<file path="config.mk">
export PLATFORM = sky130hd
export DESIGN_NAME = cardinal_nic_host_ctrl_flat
export DESIGN_NICKNAME = d
export VERILOG_FILES = /design/src/rtl/cardinal_nic_host_if.sv /design/src/rtl/cardinal_nic_host_ctrl.sv /design/src/flat_wrapper.sv
export SDC_FILE = /design/constraint.sdc
export NUM_CORES = 1
export LEC_CHECK = 0
export ABC_AREA = 1
export CAP_MARGIN = 30
export CORE_AREA = 3 3 136 203
export DETAILED_ROUTE_END_ITERATION = 8
export DIE_AREA = 0 0 139 206
export GPL_ROUTABILITY_DRIVEN = 0
export PLACE_DENSITY_LB_ADDON = 0.15
export SYNTH_ARGS = -nofsm -noshare
export SYNTH_HDL_FRONTEND = slang
export SYNTH_SLANG_ARGS = --single-unit
</file>
<file path="constraint.sdc">
create_clock -name clk -period 14.25 [get_ports clk]
set_clock_uncertainty 0.2 [all_clocks]
set_input_delay 4.275 -clock clk [delete_from_list [all_inputs] [get_ports clk]]
set_output_delay 4.275 -clock clk [all_outputs]
set_load 0.005 [all_outputs]
</file>
<file path="src/rtl/cardinal_nic_host_if.sv">
// Bundles the cardinal_nic_host_ctrl handshake signals: the traffic-source
// injection port, the sink ejection port and the NIC memory-mapped port.
interface cardinal_nic_host_if #(
  parameter int PACKET_SIZE = 64
);
  logic                   ctrl_en;
  logic                   tx_valid;
  logic                   tx_ready;
  logic [PACKET_SIZE-1:0] tx_data;
  logic                   rx_valid;
  logic                   rx_ready;
  logic [PACKET_SIZE-1:0] rx_data;
  logic [1:0]             nic_addr;
  logic [PACKET_SIZE-1:0] nic_d_in;
  logic [PACKET_SIZE-1:0] nic_d_out;
  logic                   nic_en;
  logic                   nic_en_wr;

  modport master (
    input  ctrl_en, tx_valid, tx_data, rx_ready, nic_d_out,
    output tx_ready, rx_valid, rx_data, nic_addr, nic_d_in, nic_en, nic_en_wr
  );

  modport slave (
    output ctrl_en, tx_valid, tx_data, rx_ready, nic_d_out,
    input  tx_ready, rx_valid, rx_data, nic_addr, nic_d_in, nic_en, nic_en_wr
  );
endinterface

</file>
<file path="src/rtl/cardinal_nic_host_ctrl.sv">
// Processor-side sequencer for one cardinal_nic: time-multiplexes the NIC port
// between an injection FIFO (poll out-status, write) and an ejection register (poll in-status, read).
module cardinal_nic_host_ctrl #(
  parameter int PACKET_SIZE = 64,
  parameter int TX_DEPTH    = 4,
  parameter int CNT_WIDTH   = 16
) (
  input  logic                 clk,
  input  logic                 reset,
  cardinal_nic_host_if.master  bus,
  output logic [CNT_WIDTH-1:0] tx_sent_cnt,
  output logic [CNT_WIDTH-1:0] rx_recv_cnt,
  output logic                 ctrl_idle
);

  localparam int AW = (TX_DEPTH > 1) ? $clog2(TX_DEPTH) : 1;
  localparam int CW = AW + 1;
  localparam logic [CW-1:0] FIFO_FULL = CW'(TX_DEPTH);

  typedef enum logic [2:0] {
    IDLE,
    TX_POLL,
    TX_WRITE,
    RX_POLL,
    RX_READ
  } state_t;

  state_t state, state_nxt;

  logic [PACKET_SIZE-1:0] fifo_mem [TX_DEPTH];
  logic [AW-1:0]          wr_ptr, rd_ptr;
  logic [CW-1:0]          count;
  logic                   push, pop, fifo_empty, status_bit;

  logic                   rx_valid_q;
  logic [PACKET_SIZE-1:0] rx_data_q;
  logic                   nic_en_c, nic_en_wr_c;
  logic [1:0]             nic_addr_c;
  logic [PACKET_SIZE-1:0] nic_d_in_c;

  assign status_bit    = bus.nic_d_out[PACKET_SIZE-1];
  assign fifo_empty    = (count == '0);
  // Ready comes only from the registered count, so a pop while full does not raise it.
  assign bus.tx_ready  = (count != FIFO_FULL);
  assign push          = bus.tx_valid && bus.tx_ready;
  assign pop           = (state == TX_WRITE);

  assign bus.rx_valid  = rx_valid_q;
  assign bus.rx_data   = rx_data_q;
  assign bus.nic_en    = nic_en_c;
  assign bus.nic_en_wr = nic_en_wr_c;
  assign bus.nic_addr  = nic_addr_c;
  assign bus.nic_d_in  = nic_d_in_c;
  assign ctrl_idle     = (state == IDLE);

  // Next state plus Moore decode of the NIC port
  always_comb begin
    state_nxt   = state;
    nic_en_c    = 1'b0;
    nic_en_wr_c = 1'b0;
    nic_addr_c  = 2'b00;
    nic_d_in_c  = '0;
    unique case (state)
      IDLE: begin
        if (bus.ctrl_en) state_nxt = TX_POLL;
      end
      TX_POLL: begin
        nic_en_c   = 1'b1;
        nic_addr_c = 2'b11;
        state_nxt  = (!status_bit && !fifo_empty) ? TX_WRITE : RX_POLL;
      end
      TX_WRITE: begin
        nic_en_c    = 1'b1;
        nic_en_wr_c = 1'b1;
        nic_addr_c  = 2'b10;
        nic_d_in_c  = fifo_mem[rd_ptr];
        state_nxt   = RX_POLL;
      end
      RX_POLL: begin
        nic_en_c   = 1'b1;
        nic_addr_c = 2'b01;
        if (status_bit && !rx_valid_q) state_nxt = RX_READ;
        else                           state_nxt = bus.ctrl_en ? TX_POLL : IDLE;
      end
      RX_READ: begin
        nic_en_c   = 1'b1;
        nic_addr_c = 2'b00;
        state_nxt  = bus.ctrl_en ? TX_POLL : IDLE;
      end
      default: state_nxt = IDLE;
    endcase
  end

  always_ff @(posedge clk) begin
    if (reset) state <= IDLE;
    else       state <= state_nxt;
  end

  // Injection FIFO control; the write cycle is only entered with a non-empty FIFO
  always_ff @(posedge clk) begin
    if (reset) begin
      wr_ptr <= '0;
      rd_ptr <= '0;
      count  <= '0;
    end else begin
      if (push) wr_ptr <= wr_ptr + AW'(1);
      if (pop)  rd_ptr <= rd_ptr + AW'(1);
      case ({push, pop})
        2'b10:   count <= count + CW'(1);
        2'b01:   count <= count - CW'(1);
        default: count <= count;
      endcase
    end
  end

  always_ff @(posedge clk) begin
    if (push) fifo_mem[wr_ptr] <= bus.tx_data;
  end

  // rx_valid is always low in RX_READ, so a load never overwrites an unconsumed packet
  always_ff @(posedge clk) begin
    if (reset) begin
      rx_valid_q <= 1'b0;
      rx_data_q  <= '0;
    end else if (state == RX_READ) begin
      rx_valid_q <= 1'b1;
      rx_data_q  <= bus.nic_d_out;
    end else if (rx_valid_q && bus.rx_ready) begin
      rx_valid_q <= 1'b0;
    end
  end

  always_ff @(posedge clk) begin
    if (reset) begin
      tx_sent_cnt <= '0;
      rx_recv_cnt <= '0;
    end else begin
      if (state == TX_WRITE) tx_sent_cnt <= tx_sent_cnt + CNT_WIDTH'(1);
      if (state == RX_READ)  rx_recv_cnt <= rx_recv_cnt + CNT_WIDTH'(1);
    end
  end

endmodule
</file>
<file path="src/flat_wrapper.sv">
// flat-port wrapper written by rule: the top's interface ports become plain ports
module cardinal_nic_host_ctrl_flat 
#(
  parameter int PACKET_SIZE = 64,
  parameter int TX_DEPTH    = 4,
  parameter int CNT_WIDTH   = 16
)
  (clk, reset, tx_sent_cnt, rx_recv_cnt, ctrl_idle, bus_ctrl_en, bus_tx_valid, bus_tx_data, bus_rx_ready, bus_nic_d_out, bus_tx_ready, bus_rx_valid, bus_rx_data, bus_nic_addr, bus_nic_d_in, bus_nic_en, bus_nic_en_wr);
  cardinal_nic_host_if #(.PACKET_SIZE(PACKET_SIZE)) bus_i ();
  input  logic clk;
  input  logic reset;
  output logic [CNT_WIDTH-1:0] tx_sent_cnt;
  output logic [CNT_WIDTH-1:0] rx_recv_cnt;
  output logic ctrl_idle;
  input wire logic [$bits(bus_i.ctrl_en)-1:0] bus_ctrl_en;
  input wire logic [$bits(bus_i.tx_valid)-1:0] bus_tx_valid;
  input wire logic [$bits(bus_i.tx_data)-1:0] bus_tx_data;
  input wire logic [$bits(bus_i.rx_ready)-1:0] bus_rx_ready;
  input wire logic [$bits(bus_i.nic_d_out)-1:0] bus_nic_d_out;
  output wire logic [$bits(bus_i.tx_ready)-1:0] bus_tx_ready;
  output wire logic [$bits(bus_i.rx_valid)-1:0] bus_rx_valid;
  output wire logic [$bits(bus_i.rx_data)-1:0] bus_rx_data;
  output wire logic [$bits(bus_i.nic_addr)-1:0] bus_nic_addr;
  output wire logic [$bits(bus_i.nic_d_in)-1:0] bus_nic_d_in;
  output wire logic [$bits(bus_i.nic_en)-1:0] bus_nic_en;
  output wire logic [$bits(bus_i.nic_en_wr)-1:0] bus_nic_en_wr;
  assign bus_i.ctrl_en = bus_ctrl_en;
  assign bus_i.tx_valid = bus_tx_valid;
  assign bus_i.tx_data = bus_tx_data;
  assign bus_i.rx_ready = bus_rx_ready;
  assign bus_i.nic_d_out = bus_nic_d_out;
  assign bus_tx_ready = bus_i.tx_ready;
  assign bus_rx_valid = bus_i.rx_valid;
  assign bus_rx_data = bus_i.rx_data;
  assign bus_nic_addr = bus_i.nic_addr;
  assign bus_nic_d_in = bus_i.nic_d_in;
  assign bus_nic_en = bus_i.nic_en;
  assign bus_nic_en_wr = bus_i.nic_en_wr;
  cardinal_nic_host_ctrl #(.PACKET_SIZE(PACKET_SIZE), .TX_DEPTH(TX_DEPTH), .CNT_WIDTH(CNT_WIDTH)) u_core (.clk(clk), .reset(reset), .bus(bus_i), .tx_sent_cnt(tx_sent_cnt), .rx_recv_cnt(rx_recv_cnt), .ctrl_idle(ctrl_idle));
endmodule
</file>
## After elaboration in Yosys (flattened, before gate mapping)

Memories as Yosys holds them, arrays and structs flattened. A register that Yosys moved wholly into a read port is not among the register bits.
Index checks and enable logic that the tools add are counted.

| operators by class | value |
|---|---|
| add/subtract/negate cells | 6 |
| equal/unequal tests | 8 |
| multiplexer cells | 16 |
| reduce and logical (&&, ||, !) cells | 12 |

Operators by type and width:

| cell | number |
|---|---|
| two-way mux 64 bit | 1 |
| adder 16 x 1 -> 16 bit (second input constant) | 2 |
| case mux 3 bit (5 select lines) | 1 |
| two-way mux 1 bit | 8 |
| equality test 3 x 2 -> 1 bit (second input constant) | 2 |
| logical NOT 3 bit | 2 |
| two-way mux 3 bit | 2 |
| case mux 2 bit (3 select lines) | 1 |
| case mux 3 bit (2 select lines) | 1 |
| adder 2 x 1 -> 2 bit (second input constant) | 2 |
| logical AND 1 bit | 4 |
| two-way mux 2 bit | 2 |
| nonzero test 2 bit | 2 |
| OR reduction 4 bit | 1 |
| adder 3 x 1 -> 3 bit (second input constant) | 1 |
| equality test 3 x 1 -> 1 bit (second input constant) | 1 |
| equality test 3 bit (second input constant) | 1 |
| logical NOT 1 bit | 3 |
| inequality test 3 bit (second input constant) | 1 |
| subtractor 3 x 1 -> 3 bit (second input constant) | 1 |
| equality test 2 x 1 -> 1 bit (second input constant) | 1 |
| equality test 2 bit (second input constant) | 1 |
| inequality test 2 x 1 -> 1 bit (second input constant) | 1 |

| storage, ports and cells | value |
|---|---|
| RAM bits | 256 |
| memories | 1 |
| bits in registers | 107 |
| output and inout bits | 167 |

Memory list:

| name | depth | width | rd ports | clocked after memory_dff | wr ports | RTL line | text |
|---|---|---|---|---|---|---|---|
| u_core.fifo_mem | 4 | 64 | 1 | 1 | 1 | cardinal_nic_host_ctrl.sv:30 | `logic [PACKET_SIZE-1:0] fifo_mem [TX_DEPTH];` |

## Depth between registers and ports, before layout

Gate-level depths: netlist of run 1.

| depth | value |
|---|---|
| depth after elaboration | 5 |
| mapped depth | 11 |

## Worst setup path before layout of run 1

No wires, ideal clock.

| timing path | value |
|---|---|
| path type | input to register |
| from | input port bus_tx_valid |
| to | memory u_core.fifo_mem[0][0] (enable) |
| path slack | 6438 ps |
| cell stages on the path | 2 |
| arrival time | 7126 ps |
| buffers on the path | 0 |
| library setup time | 487 ps |
| cell sequence | nand2_1 > nor2_1 |

| on the way | value |
|---|---|
| word-level cells in the longest chain between the ends | 3 |

Ends and longest elaborated chain:

| item | RTL line | text |
|---|---|---|
| from (decl) | flat_wrapper.sv:16 | `input wire logic [$bits(bus_i.tx_valid)-1:0] bus_tx_valid;` |
| logical AND 1 bit | cardinal_nic_host_ctrl.sv:45 | `assign push = bus.tx_valid && bus.tx_ready;` |
| two-way mux 1 bit | cardinal_nic_host_ctrl.sv:117 | `if (push) fifo_mem[wr_ptr] <= bus.tx_data;` |
| two-way mux 1 bit (not written as such) | cardinal_nic_host_ctrl.sv:117 |  |
| to (decl) | cardinal_nic_host_ctrl.sv:30 |  |

No other way between the ends.

==> impl_metrics.json, run 1 <==
{
  "post-route-util": 0.7183,
  "clk_path_buf_depth": 3,
  "finalHoldViolations": 0,
  "grt_antenna_before_repair": 2,
  "reg2reg_slack_ps": 11440,
  "synthesis.area_um2": 14200,
  "netlist_top_cells_area": "edfxtp_1 54%, dfxtp_1 15%, nor2_1 11%, o21ai_0 7.3%, a21oi_1 3.1%",
  "internal-power_uw": 1844,
  "maximum_vdd_ir_drop_uv": 98.91,
  "worst_r2r_path_depth": 5,
  "achievable_freq_mhz": 125.4,
  "fin_tns_setup_ps": 0,
  "worst-slew-pin-transition_ps": 868.9,
  "synth.lib_cells_used.distinct": 34,
  "grt_max_degree": 91,
  "grt.overflow.total": 0,
  "tritoncts": "built",
  "cts-buffers-inserted": 34,
  "drt-wirelength-per-cell_um": 17.24,
  "post-dp-hpwl_mm": 21.13,
  "rr_endpoint": "u_core.fifo_mem[0][31]",
  "critical_path.startpoint_type": "flip-flop",
  "yosys.area.top_type": "edfxtp_1",
  "timing.rr.start": "u_core.count[1]",
  "post_synth_and_or_nand_nor_area_fraction": 0.1514,
  "yosysTopAreaCellShare": 0.5413,
  "final_min_period_over_clock_period": 0.5596,
  "combinational_family_with_the_most_area_after_synthesis": "simple AND/OR/NAND/NOR gates",
  "number_of_synthesized_flops_with_an_enable_pin": 256,
  "synth-warning-count": 0,
  "synthCells": 1338,
  "worstHoldPathCells": 2,
  "hold_path_class": "reg2reg",
  "layout.cells.most_common_list": "430 x nor2_1, 299 x clkdlybuf4s50_1, 256 x edfxtp_1, 206 x o21ai_0, 107 x dfxtp_1",
  "leakage_uw": 0.006428,
  "synth_xor_xnor_area_share": 0.003083,
  "report.final.slew_viol_count": 0,
  "drt_iter0_markers": 654,
  "power.share.switching": 0.2230,
  "critPathRequiredTime_ps": 9770,
  "clock_slew_at_reported_path_ffs_ps": 60,
  "grt_first_pass_wirelength_mm": 52.99,
  "worstPathMaxFanout": 90,
  "async_reset_ff_frac": 0,
  "final_layout_size_suffix_gt1_frac": 0.05617,
  "grt_pass1_vias": 10270,
  "die_area_um2": 28630,
  "dp_slack_ps": 6795,
  "floorplan.rows": 72,
  "ys_ff_latch": 365,
  "normalized_max_slew_margin": 0.4207,
  "postRouteAntennaNets": 0,
  "firstDrtPassIters": 5,
  "drc_errors": 0,
  "fp.coreArea_um2": 25940,
  "top_level_pins": 300,
  "muxShareOfSynthArea": 0,
  "power_switching_uw": 529.0,
  "worst_skew_pair.late_latency_ps": 520,
  "h-tree-depth": 2,
  "ctsResizeCount": 0,
  "cts_sinks": 365,
  "pwr-share-clk": 0.390,
  "grt_usage": 0.2322,
  "setup-violations-final": 0,
  "worstSetupEndpointType": "output pin",
  "power.sequential.fraction": 0.507,
  "synth.avg_cell_area_um2": 10.61,
  "post_drt_via_cell_ratio": 5.296,
  "totalWireLength_mm": 34.01,
  "result_of_the_run": "finished, final reports clean",
  "post_cts_setup_repair_bufs": 0,
  "drv_cap": 0,
  "die_x_um": 139,
  "final_nets": 1754,
  "portBuffers": 299,
  "mostFrequentLayoutCell": "nor2_1",
  "rsz0062_at_grt": "no",
  "flow.area_growth_from_synthesis_pct": 31.21,
  "dr_total_vias": 10450,
  "power.combinational.fraction": 0.103,
  "ys_seq_area_frac": 0.6949,
  "worstSetupEndpoint": "bus_nic_d_in[63]",
  "critical_path_arrival_ps": 3500,
  "clockRootBuffer": "clkbuf_16",
  "path_class": "reg2out",
  "synth_compound_area_frac": 0.1076,
  "yosys_most_used_dff": "edfxtp_1",
  "powerDensity_nw_per_um2": 127.3,
  "post-route-worst-setup-slack_ps": 6276,
  "die-height_um": 206,
  "syn_nets": 1479,
  "postCtsHoldBufs": 0,
  "finalWorstPathRequiredPeriod_ps": 7974,
  "yosys.area_share.adder": 0.007576,
  "starting_density": 0.5474
}
-- worst max-delay path, stage by stage, from the launching register on --
cell,delay [ps]
dfxtp_4,800
clkinv_2,600
buf_4,530
o21ai_0,280
a21oi_1,160
clkdlybuf4s50_1,490
-- layer usage --
layer	up-vias	part of all wire	GRT usage	wire length [um]
met1	4913	0.37	0.2520	12420
li1	5096	-	-	-
met3	54	0.088	0.07500	2998
met4	2	0.026	0.08671	891
met5	-	0.00059	0	20
met2	384	0.52	0.4237	17680
-- Yosys cell counts (7+ instances only) --
master,count
a21oi_1,89
nor2_1,434
ha_1,7
edfxtp_1,256
inv_1,44
buf_1,14
nand2_1,53
buf_2,22
dfxtp_1,109
o21ai_0,206
nand3_1,19
clkbuf_1,35
-- state kept, by name, indices dropped and copies added (netlist names), named ones only --
register	flops
u_core.fifo_mem	256
u_core.bus.rx_data	64
u_core.rx_recv_cnt	16
u_core.tx_sent_cnt	16
u_core.count	3
u_core.state	3
u_core.rd_ptr	2
u_core.wr_ptr	2
u_core.bus.rx_valid	1
-- worst min path at each step --
stage | to | startpoint
global route | u_core.bus.rx_data[36] | u_core.bus.rx_data[36]
global placement | u_core.bus.rx_valid | u_core.bus.rx_valid
CTS | u_core.bus.rx_valid | u_core.bus.rx_valid
detailed placement | u_core.bus.rx_data[4] | u_core.bus.rx_data[4]
floorplan | u_core.count[2] | u_core.count[2]
finish | u_core.bus.rx_data[19] | u_core.bus.rx_data[19]
-- stage by stage --
step / area [um^2] / total power [uW] / hold slack (ps) / std cells
floorplan: 14200 / 1343 / 258.5 / 1338
global placement: 17410 / 1462 / 259.4 / 1907
detailed placement: 17460 / 1469 / 271.1 / 1909
CTS: 18600 / 2392 / 282.9 / 1970
global route: 18630 / 2462 / 301.3 / 1972
finish: 18640 / 2373 / 281.5 / 1973
-- cells by family (layout without fill, tap and decap cells) --
| kind of cell | Yosys count | in the layout |
|---|---|---|
| other | 0 | 2 |
| buffers and inverters | 122 | 422 |
| adder cells (fa/ha/maj) | 8 | 8 |
| AO/OA/AOI/OAI | 303 | 303 |
| AND/OR/NAND/NOR | 535 | 535 |
| XOR/XNOR | 5 | 5 |
| flip-flops | 365 | 365 |
-- power groups by stage --
stage | logic, uW | clock network [uW] | registers [uW]
2_1_floorplan | 123 | 0 | 1220
3_3_place_gp | 238 | 0 | 1220
3_5_place_dp | 243 | 0 | 1230
4_1_cts | 245 | 944 | 1200
5_1_grt | 271 | 984 | 1210
6_report | 244 | 926 | 1200
-- final cells by class --
| class | count | area [um^2] |
|---|---|---|
| Antenna cell | 2 | 5.005 |
| Clock buffer | 48 | 977.2 |
| Clock inverter | 13 | 166.4 |
| Fill cell | 1881 | 7310 |
| Inverter | 48 | 181.4 |
| Multi-Input combinational cell | 851 | 3864 |
| Sequential cell | 365 | 9874 |
| Tap cell | 333 | 416.7 |
| Timing Repair Buffer | 313 | 3151 |
(Power assumes the default switching activity.)
==> run 2: changes to the inputs <==
Settings changed: CORE_AREA 3 3 136 203 to 3 3 148 222, DIE_AREA 0 0 139 206 to 0 0 151 225.
Clock period 14.25 ns to 6.44 ns, I/O delays scaled along.
==> run 2 against run 1 <==
- die area grew 19%
- register-to-register slack lost 7700 ps
- first-iteration DRC count down 20%
- routed wire length rose by 2.8%
- setup slack worse by 5400 ps
- hold slack got worse by 3.3 ps
- critical endpoint is now bus_nic_d_in[11]
- highest routed layer unchanged
==> impl_metrics.json, run 2 (synthesis results as in run 1) <==
{
  "post_cts_setup_repair_bufs": 0,
  "worstSetupEndpoint": "bus_nic_d_in[11]",
  "dr_total_vias": 10350,
  "normalized_max_slew_margin": 0.3504,
  "final_layout_size_suffix_gt1_frac": 0.05552,
  "path_class": "reg2out",
  "postRouteAntennaNets": 0,
  "die_area_um2": 33980,
  "maximum_vdd_ir_drop_uv": 212.0,
  "registers.top_by_ff_count": "u_core.fifo_mem",
  "drv_cap": 0,
  "rr_endpoint": "u_core.count[2]",
  "grt_antenna_before_repair": 3,
  "tritoncts": "built",
  "finalHoldViolations": 0,
  "setup-violations-final": 0,
  "firstDrtPassIters": 4,
  "cts_sinks": 365,
  "critical_path.startpoint_type": "flip-flop",
  "rsz0062_at_grt": "no",
  "grt_usage": 0.2037,
  "fp.coreArea_um2": 31040,
  "flow.area_growth_from_synthesis_pct": 31.83,
  "result_of_the_run": "finished, final reports clean",
  "grt_first_pass_wirelength_mm": 53.98,
  "critical_path_arrival_ps": 3480,
  "fin_tns_setup_ps": 0,
  "totalWireLength_mm": 34.97,
  "floorplan.rows": 79,
  "worst-slew-pin-transition_ps": 974.4,
  "report.power.total_uw": 5160,
  "clock_slew_at_reported_path_ffs_ps": 60,
  "worst_r2r_path_depth": 11,
  "post-dp-hpwl_mm": 22.11,
  "drt_iter0_markers": 521,
  "cts-buffers-inserted": 35,
  "grt_pass1_vias": 10120,
  "dp_slack_ps": 1192,
  "final_nets": 1757,
  "powerDensity_nw_per_um2": 275.6,
  "cp_cell_sequence": "clkinv_2 > buf_4 > o21ai_0 > a21oi_1 > clkdlybuf4s50_1",
  "critPathRequiredTime_ps": 4310,
  "post-route-worst-setup-slack_ps": 830.9,
  "die-height_um": 225,
  "h-tree-depth": 2,
  "layout.cells.most_common_list": "430 x nor2_1, 299 x clkdlybuf4s50_1, 256 x edfxtp_1, 206 x o21ai_0, 107 x dfxtp_1",
  "crit_slowest_cell": "clkinv_2",
  "starting_density": 0.4576,
  "worstPathMaxFanout": 67,
  "ctsResizeCount": 0,
  "largest_register_ffs": 256,
  "mostFrequentLayoutCell": "nor2_1",
  "crit_path_max_incr_delay_ps": 810,
  "drt-wirelength-per-cell_um": 17.10,
  "hold_path_class": "reg2reg",
  "achievable_freq_mhz": 178.3,
  "worstSetupEndpointType": "output pin",
  "final_min_period_over_clock_period": 0.8710,
  "timing.rr.start": "u_core.state[2]",
  "finalWorstPathRequiredPeriod_ps": 5609,
  "grt.overflow.total": 0,
  "grt_max_degree": 76,
  "die_x_um": 151,
  "portBuffers": 299,
  "post_drt_via_cell_ratio": 5.061,
  "clockRootBuffer": "clkbuf_16",
  "reg2reg_slack_ps": 3780,
  "top_level_pins": 300,
  "leakage_uw": 0.006430,
  "postCtsHoldBufs": 0,
  "drc_errors": 0,
  "report.final.slew_viol_count": 0,
  "worst_skew_pair.late_latency_ps": 510,
  "clk_path_buf_depth": 3
}
==> run 2: cell types whose count changed in the layout (fill, tap and decap cells not counted), moves of 2 or more <==
| cell | previous run | this run |
|---|---|---|
| clkinv_1 | 1 | 9 |
| clkbuf_1 | 10 | 4 |
| buf_12 | 1 | 3 |
| bufinv_16 | 4 | 2 |
| clkinvlp_2 | 2 | 0 |
==> run 2: worst min-delay path by stage <==
stage | startpoint | to | slack, ps | depth (start not counted)
CTS | u_core.bus.rx_valid | u_core.bus.rx_valid | 280 | 2
finish | u_core.bus.rx_data[19] | u_core.bus.rx_data[19] | 280 | 2
global route | u_core.bus.rx_data[5] | u_core.bus.rx_data[5] | 300 | 2
global placement | u_core.bus.rx_data[41] | u_core.bus.rx_data[41] | 260 | 2
floorplan | u_core.count[2] | u_core.count[2] | 260 | 2
detailed placement | u_core.bus.rx_valid | u_core.bus.rx_valid | 270 | 2
==> run 2: through the flow <==
| step | std cells | hold slack, ps | area, um^2 | utilization |
|---|---|---|---|---|
| 6_report | 2045 | 278.2 | 18720 | 0.6032 |
| 5_1_grt | 2044 | 302.5 | 18720 | 0.6032 |
| 4_1_cts | 2041 | 282.3 | 18650 | 0.6007 |
| 3_5_place_dp | 1981 | 270.1 | 17560 | 0.5658 |
| 3_3_place_gp | 1980 | 260.8 | 17530 | 0.5649 |
| 2_1_floorplan | 1338 | 258.5 | 14200 | - |
==> run 2: final cells by class <==
| cell class | count | area, um^2 |
|---|---|---|
| diodes | 1 | 2.502 |
| flip-flops and latches | 365 | 9874 |
| inverters | 48 | 181.4 |
| multi-input cells | 851 | 3864 |
| clock buffers | 41 | 940.9 |
| clock inverters | 19 | 142.6 |
| repair buffers | 315 | 3211 |
| well taps | 405 | 506.7 |
| fillers | 2596 | 12310 |
==> run 2: worst max-delay path: cells and delay by family (launching register included) <==
kind / cells / cell delay [ps]
DFF: 1 / 750
buffers and inverters: 3 / 1830
AOI/OAI and AO/OA: 2 / 330
==> run 2: layer usage <==
metal | global-route usage | vias to the layer above | share of wire | routed length (um)
met3 | 0.06499 | 46 | 0.079 | 2777
met2 | 0.3676 | 317 | 0.53 | 18370
met5 | 0 | - | 0.00026 | 9
li1 | - | 5107 | - | -
met1 | 0.2296 | 4877 | 0.37 | 13050
met4 | 0.05738 | 2 | 0.022 | 761
==> run 2: where the power goes <==
part	internal, uW	switching [uW]
logic	244	301
clock network	1120	832
registers	2620	40.7
total	3990	1170
